<file path="src/rtl/fetch_mem_arbiter_if.sv">
// Signal bundle between the fetch/data-side clients, the arbiter and the external memory port.
// The master modport is the arbiter's view; the slave modport is the clients' and memory's view.
interface fetch_mem_arbiter_if;
    logic        IF_Req;
    logic [31:0] IF_Addr;
    logic        IF_Flush;
    logic [31:0] IF_Data;
    logic [1:0]  IF_Valid;

    logic        MEM_Req;
    logic        MEM_Write;
    logic [31:0] MEM_Addr;
    logic [31:0] MEM_WData;
    logic [31:0] MEM_RData;
    logic        MEM_Done;
    logic        MEM_Err;

    logic        Mem_Req;
    logic        Mem_Write;
    logic [31:0] Mem_Addr;
    logic [31:0] Mem_WData;
    logic [31:0] Mem_RData;
    logic        Mem_Ready;

    modport master (
        input  IF_Req, IF_Addr, IF_Flush,
        input  MEM_Req, MEM_Write, MEM_Addr, MEM_WData,
        input  Mem_RData, Mem_Ready,
        output IF_Data, IF_Valid,
        output MEM_RData, MEM_Done, MEM_Err,
        output Mem_Req, Mem_Write, Mem_Addr, Mem_WData
    );

    modport slave (
        output IF_Req, IF_Addr, IF_Flush,
        output MEM_Req, MEM_Write, MEM_Addr, MEM_WData,
        output Mem_RData, Mem_Ready,
        input  IF_Data, IF_Valid,
        input  MEM_RData, MEM_Done, MEM_Err,
        input  Mem_Req, Mem_Write, Mem_Addr, Mem_WData
    );
endinterface

</file>
<file path="src/rtl/fetch_mem_arbiter.sv">
// Shares one external memory port between instruction fetch and the MEM stage, with
// starvation-bounded priority for MEM, fetch flush/drain and a per-access timeout.
module fetch_mem_arbiter #(
    parameter int STARVE_LIMIT = 4,
    parameter int TIMEOUT      = 255
) (
    input  logic                CLK,
    input  logic                RESET,
    fetch_mem_arbiter_if.master bus
);
    localparam int SW = $clog2(STARVE_LIMIT + 1);
    localparam int TW = $clog2(TIMEOUT + 1);
    localparam logic [SW-1:0] STARVE_MAX = SW'(STARVE_LIMIT);
    localparam logic [TW-1:0] TO_LAST    = TW'(TIMEOUT - 1);

    typedef enum logic [1:0] {IDLE, GRANT_IF, GRANT_MEM, DRAIN} state_t;

    state_t        state;
    logic [SW-1:0] starve;
    logic [TW-1:0] tcnt;
    logic [31:0]   addr_q;
    logic [31:0]   wdata_q;
    logic          wr_q;
    logic [31:0]   if_data_q;
    logic [1:0]    if_valid_q;
    logic [31:0]   mem_rdata_q;
    logic          mem_done_q;
    logic          mem_err_q;

    logic grant_mem;
    logic grant_if;
    logic timed_out;

    always_comb begin
        grant_mem = bus.MEM_Req && (!bus.IF_Req || (starve < STARVE_MAX));
        grant_if  = !grant_mem && bus.IF_Req && !bus.IF_Flush;
        timed_out = !bus.Mem_Ready && (tcnt == TO_LAST);
    end

    always_ff @(posedge CLK) begin
        if (RESET) begin
            state       <= IDLE;
            starve      <= '0;
            tcnt        <= '0;
            addr_q      <= '0;
            wdata_q     <= '0;
            wr_q        <= 1'b0;
            if_data_q   <= '0;
            if_valid_q  <= 2'b00;
            mem_rdata_q <= '0;
            mem_done_q  <= 1'b0;
            mem_err_q   <= 1'b0;
        end else begin
            // Response strobes are single-cycle; only a completing edge raises them.
            if_valid_q <= 2'b00;
            mem_done_q <= 1'b0;
            mem_err_q  <= 1'b0;
            case (state)
                IDLE: begin
                    tcnt <= '0;
                    if (grant_mem) begin
                        state   <= GRANT_MEM;
                        addr_q  <= bus.MEM_Addr;
                        wdata_q <= bus.MEM_WData;
                        wr_q    <= bus.MEM_Write;
                        if (bus.IF_Req && (starve != STARVE_MAX)) begin
                            starve <= starve + 1'b1;
                        end
                    end else if (grant_if) begin
                        state  <= GRANT_IF;
                        addr_q <= bus.IF_Addr;
                        wr_q   <= 1'b0;
                        starve <= '0;
                    end
                end
                GRANT_IF: begin
                    if (bus.Mem_Ready) begin
                        state <= IDLE;
                        if (!bus.IF_Flush) begin
                            if_data_q  <= bus.Mem_RData;
                            if_valid_q <= 2'b01;
                        end
                    end else if (bus.IF_Flush) begin
                        // The memory still owes a response; absorb it silently in DRAIN.
                        state <= DRAIN;
                        tcnt  <= '0;
                    end else if (timed_out) begin
                        state      <= IDLE;
                        if_valid_q <= 2'b10;
                    end else begin
                        tcnt <= tcnt + 1'b1;
                    end
                end
                GRANT_MEM: begin
                    if (bus.Mem_Ready) begin
                        state      <= IDLE;
                        mem_done_q <= 1'b1;
                        if (!wr_q) begin
                            mem_rdata_q <= bus.Mem_RData;
                        end
                    end else if (timed_out) begin
                        state      <= IDLE;
                        mem_done_q <= 1'b1;
                        mem_err_q  <= 1'b1;
                    end else begin
                        tcnt <= tcnt + 1'b1;
                    end
                end
                DRAIN: begin
                    if (bus.Mem_Ready || timed_out) begin
                        state <= IDLE;
                    end else begin
                        tcnt <= tcnt + 1'b1;
                    end
                end
                default: state <= IDLE;
            endcase
        end
    end

    assign bus.Mem_Req   = (state != IDLE);
    assign bus.Mem_Write = (state == GRANT_MEM) && wr_q;
    assign bus.Mem_Addr  = addr_q;
    assign bus.Mem_WData = wdata_q;
    assign bus.IF_Data   = if_data_q;
    assign bus.IF_Valid  = if_valid_q;
    assign bus.MEM_RData = mem_rdata_q;
    assign bus.MEM_Done  = mem_done_q;
    assign bus.MEM_Err   = mem_err_q;
endmodule

</file>
<file path="src/flat_wrapper.sv">
// flat-port wrapper written by rule: the top's interface ports become plain ports
module fetch_mem_arbiter_flat 
#(
    parameter int STARVE_LIMIT = 4,
    parameter int TIMEOUT      = 255
)
  (CLK, RESET, bus_IF_Req, bus_IF_Addr, bus_IF_Flush, bus_MEM_Req, bus_MEM_Write, bus_MEM_Addr, bus_MEM_WData, bus_Mem_RData, bus_Mem_Ready, bus_IF_Data, bus_IF_Valid, bus_MEM_RData, bus_MEM_Done, bus_MEM_Err, bus_Mem_Req, bus_Mem_Write, bus_Mem_Addr, bus_Mem_WData);
  fetch_mem_arbiter_if bus_i ();
  input  logic CLK;
  input  logic RESET;
  input wire logic [$bits(bus_i.IF_Req)-1:0] bus_IF_Req;
  input wire logic [$bits(bus_i.IF_Addr)-1:0] bus_IF_Addr;
  input wire logic [$bits(bus_i.IF_Flush)-1:0] bus_IF_Flush;
  input wire logic [$bits(bus_i.MEM_Req)-1:0] bus_MEM_Req;
  input wire logic [$bits(bus_i.MEM_Write)-1:0] bus_MEM_Write;
  input wire logic [$bits(bus_i.MEM_Addr)-1:0] bus_MEM_Addr;
  input wire logic [$bits(bus_i.MEM_WData)-1:0] bus_MEM_WData;
  input wire logic [$bits(bus_i.Mem_RData)-1:0] bus_Mem_RData;
  input wire logic [$bits(bus_i.Mem_Ready)-1:0] bus_Mem_Ready;
  output wire logic [$bits(bus_i.IF_Data)-1:0] bus_IF_Data;
  output wire logic [$bits(bus_i.IF_Valid)-1:0] bus_IF_Valid;
  output wire logic [$bits(bus_i.MEM_RData)-1:0] bus_MEM_RData;
  output wire logic [$bits(bus_i.MEM_Done)-1:0] bus_MEM_Done;
  output wire logic [$bits(bus_i.MEM_Err)-1:0] bus_MEM_Err;
  output wire logic [$bits(bus_i.Mem_Req)-1:0] bus_Mem_Req;
  output wire logic [$bits(bus_i.Mem_Write)-1:0] bus_Mem_Write;
  output wire logic [$bits(bus_i.Mem_Addr)-1:0] bus_Mem_Addr;
  output wire logic [$bits(bus_i.Mem_WData)-1:0] bus_Mem_WData;
  assign bus_i.IF_Req = bus_IF_Req;
  assign bus_i.IF_Addr = bus_IF_Addr;
  assign bus_i.IF_Flush = bus_IF_Flush;
  assign bus_i.MEM_Req = bus_MEM_Req;
  assign bus_i.MEM_Write = bus_MEM_Write;
  assign bus_i.MEM_Addr = bus_MEM_Addr;
  assign bus_i.MEM_WData = bus_MEM_WData;
  assign bus_i.Mem_RData = bus_Mem_RData;
  assign bus_i.Mem_Ready = bus_Mem_Ready;
  assign bus_IF_Data = bus_i.IF_Data;
  assign bus_IF_Valid = bus_i.IF_Valid;
  assign bus_MEM_RData = bus_i.MEM_RData;
  assign bus_MEM_Done = bus_i.MEM_Done;
  assign bus_MEM_Err = bus_i.MEM_Err;
  assign bus_Mem_Req = bus_i.Mem_Req;
  assign bus_Mem_Write = bus_i.Mem_Write;
  assign bus_Mem_Addr = bus_i.Mem_Addr;
  assign bus_Mem_WData = bus_i.Mem_WData;
  fetch_mem_arbiter #(.STARVE_LIMIT(STARVE_LIMIT), .TIMEOUT(TIMEOUT)) u_core (.CLK(CLK), .RESET(RESET), .bus(bus_i));
endmodule
</file>
<file path="config.mk">
export PLATFORM = sky130hd
export DESIGN_NAME = fetch_mem_arbiter_flat
export DESIGN_NICKNAME = d
export VERILOG_FILES = /design/src/rtl/fetch_mem_arbiter_if.sv /design/src/rtl/fetch_mem_arbiter.sv /design/src/flat_wrapper.sv
export SDC_FILE = /design/constraint.sdc
export NUM_CORES = 1
export LEC_CHECK = 0
export ABC_CLOCK_PERIOD_IN_PS = 3200
export CAP_MARGIN = 30
export CELL_PAD_IN_SITES_DETAIL_PLACEMENT = 0
export CELL_PAD_IN_SITES_GLOBAL_PLACEMENT = 1
export CORE_ASPECT_RATIO = 0.6
export CORE_MARGIN = 3
export CORE_UTILIZATION = 31
export DETAILED_ROUTE_END_ITERATION = 8
export GPL_ROUTABILITY_DRIVEN = 0
export PLACE_DENSITY_LB_ADDON = 0.1
export SLEW_MARGIN = 20
export SYNTH_ARGS = -nofsm -noshare
export SYNTH_HDL_FRONTEND = slang
export SYNTH_SLANG_ARGS = --single-unit
</file>
<file path="constraint.sdc">
create_clock -name CLK -period 3.2 [get_ports CLK]
set_input_delay 0.8 -clock CLK [delete_from_list [all_inputs] [get_ports CLK]]
set_output_delay 0.8 -clock CLK [all_outputs]
set_load 0.01 [all_outputs]
</file>
# After elaboration in Yosys (flattened, before gate mapping)
# Index checks and enable logic that the tools add are counted.
[op_classes] n_eq_ne=11 mux=27 bitwise=4 magnitude_cmp=1 addsub=2 n_reduce_logical=25
[op_table] cell="2-to-1 mux 32 bit" n=2
[op_table] cell="2-to-1 mux 8 bit" n=5
[op_table] cell="one-hot mux 8 bit (4 select lines)" n=1
[op_table] cell="2-to-1 mux 2 bit" n=10
[op_table] cell="AND reduction 3 bit" n=4
[op_table] cell="2-to-1 mux 3 bit" n=3
[op_table] cell="adder 8 x 1 -> 8 bit (second input constant)" n=1
[op_table] cell="equality test 8 bit (second input constant)" n=1
[op_table] cell="!= test 2 bit (second input constant)" n=4
[op_table] cell="one-hot mux 2 bit (4 select lines)" n=1
[op_table] cell="logical AND 1 bit" n=6
[op_table] cell="AND reduction 2 bit" n=3
[op_table] cell="2-to-1 mux 1 bit" n=5
[op_table] cell="equality test 2 bit (second input constant)" n=2
[op_table] cell="logical NOT 1 bit" n=4
[op_table] cell="NOT 1 bit" n=4
[op_table] cell="nonzero test 2 bit" n=2
[op_table] cell="OR reduction 2 bit" n=2
[op_table] cell="adder 3 x 1 -> 3 bit (second input constant)" n=1
[op_table] cell="< comparator 3 bit (second input constant)" n=1
[op_table] cell="!= test 3 x 1 -> 1 bit (second input constant)" n=1
[op_table] cell="!= test 3 bit (second input constant)" n=1
[op_table] cell="OR reduction 3 bit" n=1
[op_table] cell="equality test 2 x 1 -> 1 bit (second input constant)" n=1
[op_table] cell="3 further kinds" n=4
[word_totals] ff_bits=146 inputBits=135 out_inout_bits=134 word_cells=81

# Longest topological paths before layout
# Gate-level depths: netlist of run 1.
[depth] word_depth=9 depth_mapped=7 depth_no_buf=6

# Least setup slack after synthesis of run 1
# Ideal clock, no wire load.
[synth_path] path_type="input -> register" from="input port bus_MEM_Req" to="register u_core.starve[1]" stages=4 t_arrival_ps=1761 path_slack_ps=1374 path_cell_list="nand2b_1 a2111oi_4 mux2_2 nor2_1"
[synth_via] elab_chain_len=6 elab_cells_between_ends=8 classes_between="eq/ne (1); mux (1); reduce/logical (6)"
[synth_lines] item="from (decl)" line_no="flat_wrapper.sv:14" rtl="input wire logic [$bits(bus_i.MEM_Req)-1:0] bus_MEM_Req;"
[synth_lines] item="logical AND 1 bit *" line_no="fetch_mem_arbiter.sv:35" rtl="grant_mem = bus.MEM_Req && (!bus.IF_Req || (starve < STARVE_MAX));"
[synth_lines] item="logical NOT 1 bit" line_no="fetch_mem_arbiter.sv:36" rtl="grant_if = !grant_mem && bus.IF_Req && !bus.IF_Flush;"
[synth_lines] item="logical AND 1 bit (2 in a row)" line_no="fetch_mem_arbiter.sv:36"
[synth_lines] item="nonzero test 2 bit (no source line)"
[synth_lines] item="AND reduction 3 bit (no source line)"
[synth_lines] item="to (signal assigned)" line_no="fetch_mem_arbiter.sv:67" rtl="starve <= starve + 1'b1;"
[synth_lines] item="to (decl)" line_no="fetch_mem_arbiter.sv:19" rtl="logic [SW-1:0] starve;"
# Every way passes the cells marked *; elsewhere a longest branch is shown, timed or not.
# A chain may end at the register's enable or synchronous reset.

# Worst setup path in the final report of run 1
[layout_path] from="register u_core.state[1]" to="output port bus_Mem_Write"
[layout_via] elab_chain_len=2
[layout_lines] item="from (decl)" line_no="fetch_mem_arbiter.sv:18" rtl="state_t state;"
[layout_lines] item="from (signal assigned)" line_no="fetch_mem_arbiter.sv:42" rtl="state <= IDLE;"
[layout_lines] item="from (signal assigned)" line_no="fetch_mem_arbiter.sv:62" rtl="state <= GRANT_MEM;"
[layout_lines] item="from (signal assigned)" line_no="fetch_mem_arbiter.sv:70" rtl="state <= GRANT_IF;"
[layout_lines] item="equality test 2 bit" line_no="fetch_mem_arbiter.sv:122" rtl="assign bus.Mem_Write = (state == GRANT_MEM) && wr_q;"
[layout_lines] item="logical AND 1 bit" line_no="fetch_mem_arbiter.sv:122"
[layout_lines] item="to (decl)" line_no="flat_wrapper.sv:26" rtl="output wire logic [$bits(bus_i.Mem_Write)-1:0] bus_Mem_Write;"
# No other way between the ends.

==> results of run 1 <==
power groups by stage:
stage / logic [mW] / registers (mW) / clock network [mW]
final: 0.744 / 1.98 / 2.01
after global routing: 0.806 / 1.99 / 2.14
after CTS: 0.753 / 1.98 / 2.06
after detailed placement: 0.750 / 2.02 / 0
after global placement: 0.740 / 2.01 / 0
after floorplan: 0.272 / 2.05 / 0
cells in the final DEF, fill, tap and decap left out, types with 6 or more instances in the layout:
cell type | synthesis | final
nor2_1 | 41 | 41
a21oi_1 | 103 | 103
dfxtp_1 | 146 | 146
buf_4 | 5 | 10
inv_1 | 7 | 7
nand2_1 | 264 | 264
a311oi_1 | 34 | 34
clkdlybuf4s50_1 | 0 | 267
nor3_1 | 6 | 6
clkbuf_16 | 0 | 17
worst max-delay path, delay by kind of cell, from the launching register on:
family | cells | cell delay, ns
buf+inv | 1 | 0.56
simple gates | 2 | 0.27
flops | 1 | 0.73
cell families (layout without fill, tap and decap cells):
| logic type | Yosys count | after routing |
|---|---|---|
| AO/OA/AOI/OAI | 161 | 161 |
| adder cells (fa/ha/maj) | 4 | 4 |
| buffers and inverters | 58 | 319 |
| flip-flops | 146 | 146 |
| multiplexers | 3 | 3 |
| AND/OR/NAND/NOR | 335 | 335 |
routing by layer:
layer | GRT usage [%] | vias up
met3 | 5.34 | 25
met5 | 0 | -
met2 | 30.4 | 196
met4 | 5.16 | 0
met1 | 23.3 | 2686
li1 | - | 2880
final cells by class:
| type | instances | share of cell area, % |
|---|---|---|
| inverters | 7 | 0.288 |
| repair buffers | 280 | 30.8 |
| multi-input cells | 503 | 27.2 |
| clock inverters | 13 | 1.65 |
| flip-flops and latches | 146 | 32.0 |
| well taps | 234 | 3.21 |
| clock buffers | 19 | 4.86 |
per-stage QoR:
| step | worst slack, ns | area [um^2] | std cells |
|---|---|---|---|
| 2_1_floorplan | 1.37 | 5680 | 707 |
| 5_1_grt | 0.313 | 9120 | 1202 |
| 3_5_place_dp | 0.596 | 8530 | 1170 |
| 4_1_cts | 0.384 | 9120 | 1202 |
| 6_report | 0.422 | 9120 | 1202 |
| 3_3_place_gp | 0.677 | 8530 | 1170 |
registers in the layout, summed over array words and instances, names as in the netlist:
signal,count
u_core.bus.Mem_Addr,32
u_core.tcnt,8
u_core.bus.IF_Data,32
u_core.bus.Mem_WData,32
u_core.bus.MEM_RData,32
u_core.state,2
u_core.starve,3
u_core.wr_q,1
u_core.bus.IF_Valid,2
u_core.bus.MEM_Done,1
u_core.bus.MEM_Err,1
final timing paths:
| path | end | slack [ns] |
|---|---|---|
| max | bus_Mem_Write | 0.42 |
| min | u_core.bus.Mem_WData[2] | 0.45 |
| max reg2reg | u_core.bus.IF_Data[0] | 1.35 |
| min reg2reg | u_core.bus.Mem_WData[2] | 0.45 |
==> results.md, run 1 <==
- Period minus WS final: 2.78 ns
- Post-route ant nets: 0
- Slew Limit Headroom: 57.1%
- P_leak: 3.28 nW
- Clock Path Buffers: 2
- Synth cell count leaders: nand2_1, dfxtp_1, a21oi_1, nor2_1, a311oi_1
- Compound-Gate Fraction of Synth Area: 18.1%
- Synth warnings: 0
- Largest stage delay, worst path: 0.73 ns
- Buffers on Ports: 268
- Seq cells post-synth: 146
- RSZ-0062 raised after global routing: no
- FFs w/ async S/R, synth: 0%
- DRT met1 WL: 8320 um
- Sequential area share after synthesis: 51.5%
- Proportion of layout cells with a drive suffix above 1: 5.58%
- Number of detailed-route iterations in the first pass: 5
- Vias in the first global route: 5643
- Met3 Wirelength: 1460 um
- Crit-path max FO: 13
- Post-synth top flop: dfxtp_1
- CTS resizes: 0
- Total routed wirelength: 18900 um
- Starting Density: 32.4%
- Met2 wire len: 8830 um
- Post-Synth XOR/XNOR Area: 0%
- Syn_area_per_cell: 8.03 um^2
- Worst slew pin tran: 0.642 ns
- Final Max Tran Viols: 0
- Area Growth Syn to Fin: 60.6%
- Layout Skew: 0.0105 ns
- Wire per inst: 15.7 um
- Max Fclk: 360 MHz
- Power share of the clock group: 42.5%
- Num rows: 37
- Status: finished clean
- Die W: 181 um
- Die height: 111 um
- Htree depth: 4
- # diodes: 0
- Largest net degree at the start of global routing: 87
- Hold Slack: 0.452 ns
- Switching Share: 25.9%
- CTS tree: built
- Post-CTS Repair Setup Buffers: 0
- Startpoint Class: flip-flop
- Crit Path Class: reg -> out
- Filler Cell Count: 1618
- Die area: 20000 um^2
- Sequential fraction of design power: 41.8%
- Post-Synthesis Cells: 707
- Setup TNS: 0 ns
- R2R depth: 5
- Cts hold-fix bufs: 0
- Fin util: 52.0%
- Global Route Usage Sum: 18.4%
- Number of primary I/O pins: 269
- Later-pin clock latency in the skew report: 0.42 ns
- Gr ovfl total: 0
- Share of the synthesized area in the top cell type: 51.5%
- Min-Delay Path Class: reg -> reg
- Setup violators final: 0
- Setup crit end kind: output pin
- Critical Path RT: 2.40 ns
- Synth cell types: 44
- Power per cell area: 519 nW/um^2
- Vias post-DR: 5787
- Post-synthesis mux area share: 0.551%
- EDFF count, synth: 0
- Post-Synth Adder-Cell Area: 0.881%
- CTS Sinks: 146
- Post-synth net total: 846
- Detail-routed via count per cell: 4.81
- Inserted Clock Buffers: 17
- Crit path DAT: 1.98 ns
- Mapped Area: 5680 um^2
- Top cells by area, synth: dfxtp_1, nand2_1, a21oi_1
- FF+latch area: 2920 um^2
- Hold Violations, Final: 0
- Hold path depth: 2
- Synth area leader: dfxtp_1
- Crit-path cells: nand2b_4, nor2_1, clkdlybuf4s50_1
- Footprint of the multi-input gates: 2480 um^2
- Switching Power: 1.23 mW
- Top Metal Used: met4
- Maximum vdd drop: 0.000293 V
- Dpl hpwl: 13400 um
- # nets final: 1094
- Core Region: 17500 um^2
- Worst path slowest cell: dfxtp_1
- Hold Path Origin: u_core.bus.Mem_WData[2]
- First-pass GRT wire length: 29900 um
- Initial antenna violation count: 0
- Crit share post-route: 86.8%
- # DRC: 0
- Max-cap violations: 0
- R2R Path Start: u_core.state[0]
- Clock slew at reported path FFs: 0.06 ns
- CP startpoint: u_core.state[1]
- Pint: 3.51 mW
- Tot Pwr: 4.74 mW
- Initial DRC Count: 438
- Largest family of logic cells by synthesized area: simple AND/OR/NAND/NOR gates
- Synth Area in Simple Gates: 23.9%
- Most numerous cell in the Yosys netlist: nand2_1
- Combinational power share: 15.7%
- Root buffer cell: clkbuf_16
No activity file was read; power rests on OpenSTA's default activity.
==> run 2: changes to the inputs <==
--- a/config.mk
+++ b/config.mk
@@ -14,6 +14,7 @@
 export CORE_UTILIZATION = 31
 export DETAILED_ROUTE_END_ITERATION = 8
 export GPL_ROUTABILITY_DRIVEN = 0
+export GPL_TIMING_DRIVEN = 0
 export PLACE_DENSITY_LB_ADDON = 0.1
 export SLEW_MARGIN = 20
 export SYNTH_ARGS = -nofsm -noshare
==> run 2 against run 1 <==
  * Flip-flop and latch count unchanged
  * Critical endpoint unchanged
  * Worst setup slack better by 0.22 ns
  * Clock skew down 0.00074 ns
  * Largest cell class is now non-clock buffers
  * Total power down 0.63%
  * Critical path depth up 1
  * Register-to-register slack better by 0.08 ns
  * Clock-buffer cell count up 1
==> results.md, run 2 (synthesis gave the netlist of run 1 again) <==
- First-pass GRT wire length: 31000 um (+3.7%)
- Most common cell after layout, fill and taps aside: clkdlybuf4s50_1
- CP startpoint: u_core.state[0]
- CTS Sinks: 146 (unchanged)
- Number of primary I/O pins: 269 (unchanged)
- Cells after DPL: 1209 (+3.3%)
- Setup TNS: 0 ns (unchanged)
- Startpoint Class: flip-flop
- R2R depth: 5 (unchanged)
- Gr ovfl total: 0 (unchanged)
- Cts hold-fix bufs: 0 (unchanged)
- Most frequent cells in the layout: clkdlybuf4s50_1, nand2_1, dfxtp_1, a21oi_1, nor2_1
- Post-route ant nets: 0 (unchanged)
- R2R Path Start: u_core.tcnt[1]
- Clock slew at reported path FFs: 0.06 ns (about the same)
- CTS resizes: 0 (unchanged)
- Largest net degree at the start of global routing: 17 (-80%)
- FF-to-FF End: u_core.tcnt[5]
- Max Fclk: 391 MHz (+8.7%)
- Crit Path Class: reg -> out
- Worst R2R Setup Slack: 1.43 ns (+0.08 ns)
- Dpl hpwl: 14900 um (+11%)
- Global Route Usage Sum: 19.3% (+0.91 points)
- Initial DRC Count: 383 (-13%)
- Core Region: 17500 um^2 (unchanged)
- Period minus WS final: 2.56 ns (-0.222 ns)
- Final Max Tran Viols: 0 (unchanged)
- Setup violators final: 0 (unchanged)
- Combinational power share: 16.4% (+0.7 points)
- Die W: 181 um (unchanged)
- Root buffer cell: clkbuf_16
- Die height: 111 um (unchanged)
- CTS tree: built
- Power share of the clock group: 41.7% (-0.8 points)
- # diodes: 0 (unchanged)
- # DRC: 0 (unchanged)
- Worst slew pin tran: 0.643 ns (+0.000807 ns)
- Critical Path RT: 2.40 ns (about the same)
- CP Capture Point: bus_Mem_Write
- Maximum vdd drop: 0.000294 V (+0.38%)
- Area Growth Syn to Fin: 62.5%
- Proportion of layout cells with a drive suffix above 1: 6.75% (+1.2 points)
- Filler Cell Count: 1715 (+6.0%)
- Slew Limit Headroom: 57.1% (about the same)
- Vias in the first global route: 5477 (-2.9%)
- Wire per inst: 15.8 um (+0.32%)
- Later-pin clock latency in the skew report: 0.42 ns (about the same)
- Final Non-Filler Cells: 1241 (+3.2%)
- Switching Share: 26.0% (+0.11 points)
- Power per cell area: 510 nW/um^2 (-1.8%)
- # nets final: 1133 (+3.6%)
- Setup crit end kind: output pin
- Status: finished clean
- Vias post-DR: 5755 (-0.55%)
- Num rows: 37 (unchanged)
- Sequential fraction of design power: 41.9% (about the same)
- Inserted Clock Buffers: 17 (unchanged)
- Crit path DAT: 1.76 ns (-0.22 ns)
- Post-Place Cell Area: 8660 um^2 (+1.5%)
- Buffers on Ports: 268 (unchanged)
- P_leak: 3.34 nW (+1.8%)
- Layout Skew: 0.00973 ns (-0.000744 ns)
- Starting Density: 32.4% (unchanged)
- Clock Path Buffers: 2 (unchanged)
- Min-Delay Path Class: reg -> reg
- Total routed wirelength: 19600 um (+3.6%)
- Switching Power: 1.22 mW (-0.22%)
- Htree depth: 4 (unchanged)
- Final Cell Area: 9230 um^2 (+1.2%)
- Post-CTS Repair Setup Buffers: 0 (unchanged)
- Number of detailed-route iterations in the first pass: 5 (unchanged)
- Crit share post-route: 79.9% (-6.9 points)
- Pint: 3.48 mW (-0.77%)
- Crit-path max FO: 10 (-3)
- Max-cap violations: 0 (unchanged)
- Die area: 20000 um^2 (unchanged)
- Hold Violations, Final: 0 (unchanged)
- Detail-routed via count per cell: 4.64 (-3.7%)
- RSZ-0062 raised after global routing: no
- Initial antenna violation count: 0 (unchanged)
run 2: changes by cell type in the layout (fill, tap and decap cells not counted), sizes merged:
cell,delta
clkbuf,+23
buf,+16
inv,-5
clkinv,+4
clkdlybuf4s50,+1
run 2: layer usage:
layer / track usage, % / share of wire [%]
met5: 0 / 0
met4: 3.83 / 0.32
met3: 5.97 / 6.9
met2: 27.9 / 43
met1: 28.2 / 50
run 2: worst max-delay path: stages, from the launching register on:
cell and delay (ns):
dfxtp_1 0.34, buf_6 0.16, nand2b_4 0.16, nor2_1 0.09, clkdlybuf4s50_1 0.58
run 2: area by class of cell:
cell class                 instances  area [um^2]  share of cell area (%)
timing repair buffer             268         2680                    29.1
tap                              234          293                    3.17
multi-input combinational        503         2470                    26.7
inverter                           7         26.3                   0.285
buffer                            51          265                    2.87
sequential                       146         2920                    31.7
clock buffer                      20          437                    4.73
clock inverter                    12          136                    1.48
run 2: power by group through the flow:
stage                     Combinational (mW)  Clock, mW  Sequential [mW]
after floorplan                        0.272          0             2.05
after global placement                 0.778          0             2.01
after detailed placement               0.774          0             2.01
after CTS                              0.778       1.99             1.97
after global routing                   0.840       2.09             1.98
final                                  0.770       1.96             1.97
run 2: worst min-delay path by stage:
stage               depth (start not counted)                       end                      from
global placement                            2  u_core.bus.MEM_RData[31]  u_core.bus.MEM_RData[31]
global route                                2  u_core.bus.MEM_RData[20]  u_core.bus.MEM_RData[20]
floorplan                                   2     u_core.bus.IF_Data[0]     u_core.bus.IF_Data[0]
finish                                      2  u_core.bus.MEM_RData[21]  u_core.bus.MEM_RData[21]
CTS                                         2  u_core.bus.MEM_RData[31]  u_core.bus.MEM_RData[31]
detailed placement                          2  u_core.bus.MEM_RData[31]  u_core.bus.MEM_RData[31]
run 2: through the flow:
step	utilization (%)	hold slack [ns]	setup slack [ns]	power [mW]
after floorplan	-	0.481	1.37	2.32
after global placement	49.3	0.443	0.579	2.79
after detailed placement	49.3	0.447	0.524	2.79
after CTS	52.6	0.455	0.621	4.74
after global routing	52.6	0.465	0.529	4.91
final	52.6	0.453	0.644	4.71
